## src/rtl/fb_port_sched.sv

```systemverilog
// fb_port_sched: shares the single frame_buf port between the scanout reader,
// which has priority, and a rectangle-fill engine. A starvation counter forces
// a fill write through after a bounded run of blocked cycles.
module fb_port_sched #(
    parameter int RD_LATENCY   = 1,
    parameter int STARVE_LIMIT = 15
) (
    input  logic        clk_clk,
    input  logic        reset_reset,
    input  logic        rd_req,
    input  logic [16:0] rd_addr,
    output logic        rd_ready,
    output logic        rd_valid,
    output logic [31:0] rd_data,
    input  logic        cmd_valid,
    output logic        cmd_ready,
    input  logic [16:0] cmd_base,
    input  logic [7:0]  cmd_width,
    input  logic [7:0]  cmd_height,
    input  logic [8:0]  cmd_stride,
    input  logic [31:0] cmd_color,
    input  logic [3:0]  cmd_byteenable,
    output logic        busy,
    output logic        done,
    output logic [16:0] fb_address,
    output logic        fb_chipselect,
    output logic        fb_clken,
    output logic        fb_write,
    output logic [31:0] fb_writedata,
    output logic [3:0]  fb_byteenable,
    input  logic [31:0] fb_readdata
);

    typedef enum logic [1:0] {
        ST_IDLE,
        ST_FILL,
        ST_DONE
    } state_t;

    localparam logic [7:0] STARVE_MAX = 8'(STARVE_LIMIT);

    state_t                state;
    logic [7:0]            col;
    logic [7:0]            row;
    logic [16:0]           row_base;
    logic [7:0]            width;
    logic [7:0]            height;
    logic [8:0]            stride;
    logic [31:0]           color;
    logic [3:0]            byteenable;
    logic [7:0]            starve_cnt;
    logic [RD_LATENCY-1:0] valid_pipe;

    logic                  fill_want;
    logic                  force_wr;
    logic                  read_grant;
    logic                  write_grant;
    logic                  last_col;
    logic                  last_row;
    logic [16:0]           fill_addr;

    assign fill_want   = (state == ST_FILL);
    assign force_wr    = fill_want && (starve_cnt == STARVE_MAX);
    assign read_grant  = rd_req && !force_wr;
    assign write_grant = fill_want && !read_grant;

    assign fill_addr   = row_base + {9'd0, col};
    assign last_col    = (col == width - 8'd1);
    assign last_row    = (row == height - 8'd1);

    assign rd_ready    = !force_wr;
    assign cmd_ready   = (state == ST_IDLE);
    assign busy        = (state != ST_IDLE);
    assign done        = (state == ST_DONE);
    assign fb_clken    = 1'b1;
    assign rd_data     = fb_readdata;
    assign rd_valid    = valid_pipe[RD_LATENCY-1];

    // Fill engine: latch a command, then walk the rectangle one granted write at a time.
    always_ff @(posedge clk_clk) begin
        if (reset_reset) begin
            state      <= ST_IDLE;
            col        <= 8'd0;
            row        <= 8'd0;
            row_base   <= 17'd0;
            width      <= 8'd0;
            height     <= 8'd0;
            stride     <= 9'd0;
            color      <= 32'd0;
            byteenable <= 4'd0;
        end else begin
            case (state)
                ST_IDLE: begin
                    if (cmd_valid) begin
                        col        <= 8'd0;
                        row        <= 8'd0;
                        row_base   <= cmd_base;
                        width      <= cmd_width;
                        height     <= cmd_height;
                        stride     <= cmd_stride;
                        color      <= cmd_color;
                        byteenable <= cmd_byteenable;
                        if (cmd_width == 8'd0 || cmd_height == 8'd0) begin
                            state <= ST_DONE;
                        end else begin
                            state <= ST_FILL;
                        end
                    end
                end
                ST_FILL: begin
                    if (write_grant) begin
                        if (last_col) begin
                            col      <= 8'd0;
                            row      <= row + 8'd1;
                            row_base <= row_base + {8'd0, stride};
                            if (last_row) begin
                                state <= ST_DONE;
                            end
                        end else begin
                            col <= col + 8'd1;
                        end
                    end
                end
                ST_DONE: begin
                    state <= ST_IDLE;
                end
                default: begin
                    state <= ST_IDLE;
                end
            endcase
        end
    end

    // Count consecutive cycles a pending fill loses the port to scanout.
    always_ff @(posedge clk_clk) begin
        if (reset_reset) begin
            starve_cnt <= 8'd0;
        end else if (!fill_want || write_grant) begin
            starve_cnt <= 8'd0;
        end else if (read_grant) begin
            starve_cnt <= starve_cnt + 8'd1;
        end
    end

    generate
        if (RD_LATENCY == 1) begin : g_lat1
            // Single-stage valid tracking for a one-cycle memory.
            always_ff @(posedge clk_clk) begin
                if (reset_reset) begin
                    valid_pipe <= '0;
                end else begin
                    valid_pipe <= read_grant;
                end
            end
        end else begin : g_latn
            // Multi-stage valid tracking matching the memory read latency.
            always_ff @(posedge clk_clk) begin
                if (reset_reset) begin
                    valid_pipe <= '0;
                end else begin
                    valid_pipe <= {valid_pipe[RD_LATENCY-2:0], read_grant};
                end
            end
        end
    endgenerate

    // Drive the shared memory port from whichever requester holds the grant.
    always_comb begin
        fb_address    = fill_addr;
        fb_chipselect = 1'b0;
        fb_write      = 1'b0;
        fb_writedata  = color;
        fb_byteenable = 4'hF;
        if (read_grant) begin
            fb_address    = rd_addr;
            fb_chipselect = 1'b1;
        end else if (write_grant) begin
            fb_chipselect = 1'b1;
            fb_write      = 1'b1;
            fb_byteenable = byteenable;
        end
    end

endmodule

```

## config.mk

```make
export PLATFORM = sky130hd
export DESIGN_NAME = fb_port_sched
export DESIGN_NICKNAME = d
export VERILOG_FILES = /design/src/rtl/fb_port_sched.sv
export SDC_FILE = /design/constraint.sdc
export NUM_CORES = 1
export LEC_CHECK = 0
export ABC_AREA = 1
export CORE_MARGIN = 4
export CORE_UTILIZATION = 53
export DETAILED_ROUTE_END_ITERATION = 16
export DONT_BUFFER_PORTS = 1
export GPL_ROUTABILITY_DRIVEN = 1
export PLACE_DENSITY_LB_ADDON = 0.1
export SYNTH_ARGS = -nofsm -noshare
export SYNTH_HDL_FRONTEND = slang
export SYNTH_SLANG_ARGS = --single-unit
```

## constraint.sdc

```tcl
create_clock -name clk_clk -period 3.75 [get_ports clk_clk]
set_input_delay 1.125 -clock clk_clk [delete_from_list [all_inputs] [get_ports clk_clk]]
set_output_delay 1.125 -clock clk_clk [all_outputs]
set_load 0.1 [all_outputs]
```

==> flow_summary.yaml <==
synth:
  synth_edf_count: 0
  synth_fa_ha_area_share_pct: 4.822
  synthArstFlopShare_pct: 0
  synth.area.mux_share_pct: 0
  synth_flop_cell: "dfxtp_1"
  synth.yosys.seq_area_share_pct: 32.15
  syn_inst: 1014
  ys_types: 38
  synth_compound_area_share_pct: 11.73
  synth_nets: 1169
  ys_ff_latch: 105
  ys.warnings.count: 0
  synthXorXnorAreaFrac_pct: 3.349
  synth-simple-area-share_pct: 36.03
  syn_area_mm2: 0.006539
  avgSynthCellArea_um2: 6.448
  synth_top_family_by_area: "simple AND/OR/NAND/NOR gates"
run_status:
  status: "finished clean"
global_route:
  grt-ovfl-total: 0
  first_global_vias: 5716
  grt_pass1_wl_um: 27670
  antenna_found_initial: 0
  grt_max_degree: 57
  grt_usage_pct: 23.82
drt:
  drt_iter0_markers: 380
  drc: 0
  wl_per_cell_um: 14.60
  num_vias: 6056
  wl_um: 16900
  via_per_inst: 5.230
  final_antenna_net_count: 0
  first_pass_iters: 5
setup_path:
  worstPathArrival_ns: 2.44
  reg2reg_from: "width[0]"
  crit_required_ns: 2.62
  reg2reg_to: "col[3]"
  cpPeakStageDelay_ns: 0.36
  path_max_fanout: 6
  crit_family: "simple AND/OR/NAND/NOR gates"
  crit_type: "flip-flop to primary output"
  critPathCapture: "fb_address[12]"
  r2r_slack_ns: 1.13
  crit_path_cell_trace: "ha_1, fa_2, nand2_1, inv_2, o21ai_1, nand2_1, nand2_1, nand2_2, nand3_2, nor2_4, nand2_1, nand2_1, o21ai_2, buf_12"
  critPathBufInv: 2
  startpoint: "col[0]"
  cp-start-kind: "flip-flop"
  slowest_stage: "dfxtp_4"
  crit_top_cell: "nand2_1"
  cp.depth: 14
  cp-end-kind: "primary output"
  rr_worst_depth: 13
final_layout:
  insertedDiodeCount: 0
  area_delta_synth_final_pct: 8.879
  nNetsFinal: 1140
  drive_gt1_share_pct: 9.091
  register_area_mm2: 0.002106
  postLayoutCellArea_mm2: 0.007119
  fillCellCount: 1226
  instances_no_fill: 1158
  post-route-util_pct: 59.02
  multi_input_area_mm2: 0.003747
sta:
  slew_headroom_pct: 30.33
  tightest_slew_ns: 1.044
  skew_ns: 0.005508
  setup_viol: 0
  layout_setup_ws_ns: 0.1873
  slew_viol_final: 0
  fmax_mhz: 280.7
  period_minus_slack_ns: 3.563
  hold_viol: 0
  whs_ns: 0.4480
  min_period_over_period_pct: 95.01
clock_tree:
  clock_latency_ns: 0.35
  cts-hold-fix-buffers: 0
  cts_inserted_buffers: 9
  cts_tree: "built"
  htree_num_levels: 3
  clock_sinks: 105
  path_clk_slew_ns: 0.07
  root_buffer: "clkbuf_16"
  cts_buffer_depth: 2
floorplan:
  start_util_pct: 54.21
  dieArea_mm2: 0.01418
  rows: 40
  core_region_area_mm2: 0.01206
  floorplan.die.height_um: 119.1
  pin_count: 224
  fp.dieW_um: 119.1
hold_path:
  worst_hold_path_type: "flip-flop to flip-flop"
pwr:
  ir_drop_mv: 0.4857
  static-leakage-power_nw: 3.198
  power.density_mw_per_mm2: 496.5
placement:
  placed_area_mm2: 0.006763
  port_buffers: 0
  hpwl_um: 12890
  gp_congestion: 0.8872
  dp.cells: 1141
  pre_cts_ws_ns: 0.3256
run:
  cap_viol_max_count: 0
power breakdown:
group / leakage [nW] / internal, mW / switching [mW]
clock: 0.156 / 0.595 / 0.438
combinational: 2.18 / 0.287 / 0.635
sequential: 0.864 / 1.21 / 0.365
Yosys cell counts, types with 2 or more instances:
library cell	number	area, µm²
o21a_1	2	15.01
buf_1	2	7.510
nand3_1	87	435.4
buf_2	8	40.04
ha_1	22	275.3
inv_1	83	311.6
a21oi_1	61	305.3
clkbuf_1	22	82.58
nand2_4	4	45.04
nand2_2	3	18.77
buf_4	34	255.2
xnor2_1	9	78.83
nor3b_1	3	22.52
xor2_1	16	140.1
nand3b_1	3	22.52
o21ai_0	83	415.4
nor3_1	6	30.03
nand4_1	10	62.56
buf_6	4	45.04
fa_1	2	40.04
a31oi_1	3	18.77
buf_8	2	30.03
nand3_2	2	20.02
dfxtp_1	105	2102
or2_2	8	50.05
nor2_1	166	623.1
nor4_1	5	31.28
nand2_1	249	934.7
registers in the layout, summed over array words and instances, names as in the netlist, 8 cells and up:
name and flops:
width 8, col 8, starve_cnt 8, fb_writedata 32, row_base 17, height 8
stride 9, row 8
cell usage in the layout, fill, tap and decap left out, types with 2 or more instances in the layout:
cell type,instances
o21ai_2,7
xor2_1,16
clkbuf_16,9
buf_12,14
nor2_4,2
nor2_1,163
nor2_2,3
buf_4,18
nor3_1,6
bufinv_16,2
ha_1,22
dfxtp_1,104
a31oi_2,3
nor3b_1,3
o21ai_1,2
nand3b_1,3
nand2_4,4
inv_2,2
inv_6,2
nand2_1,246
a21oi_1,61
inv_1,82
o21a_1,2
or2_2,8
nand3_2,3
nand4_1,10
o21ai_0,75
nand2_2,6
xnor2_1,9
nand3_1,86
nor4_1,5
kinds of logic (layout without fill, tap and decap cells):
group / Yosys count / count (layout)
buf+inv: 156 / 132
other cells: 1 / 1
simple gates: 552 / 552
xor+xnor: 25 / 25
compound gates: 151 / 151
fa+ha+maj: 24 / 24
flops: 105 / 105
final cells by class:
cell class                      count  area share (%)
Clock inverter                      6           1.353
Clock buffer                       10           3.216
Multi-Input combinational cell    753           52.64
Timing Repair Buffer               32           5.835
Inverter                           84           4.429
Tap cell                          168           2.953
Sequential cell                   105           29.58
per-stage QoR:
stage               setup TNS (ns)  power, mW
finish                           0      3.535
detailed placement               0      2.528
global route            -0.0008640      3.716
CTS                              0      3.565
floorplan                   -1.318      2.477
global placement                 0      2.520
routing by layer:
metal,share of wire [%],GRT usage [%],vias to the layer above
li1,-,-,3173
met1,43,29.31,2649
met2,45,38.22,205
met3,9.5,8.262,29
met4,2.3,9.341,0
met5,0,0,-
worst min-delay path by stage:
| stage | startpoint | end | slack, ns | cells past startpoint |
|---|---|---|---|---|
| floorplan | starve_cnt[0] | starve_cnt[0] | 0.42 | 1 |
| global placement | starve_cnt[0] | starve_cnt[0] | 0.43 | 1 |
| detailed placement | starve_cnt[0] | starve_cnt[0] | 0.44 | 1 |
| CTS | starve_cnt[0] | starve_cnt[0] | 0.46 | 1 |
| global route | starve_cnt[0] | starve_cnt[0] | 0.49 | 1 |
| finish | starve_cnt[0] | starve_cnt[0] | 0.45 | 1 |
what timing repair did:
action,CTS,global route
pin swaps,0,1
endpoints found under the setup margin,3,6
buffers inserted,0,1
cloned,0,0
gates resized for setup,2,8
No activity file was read; power rests on OpenSTA's default activity.
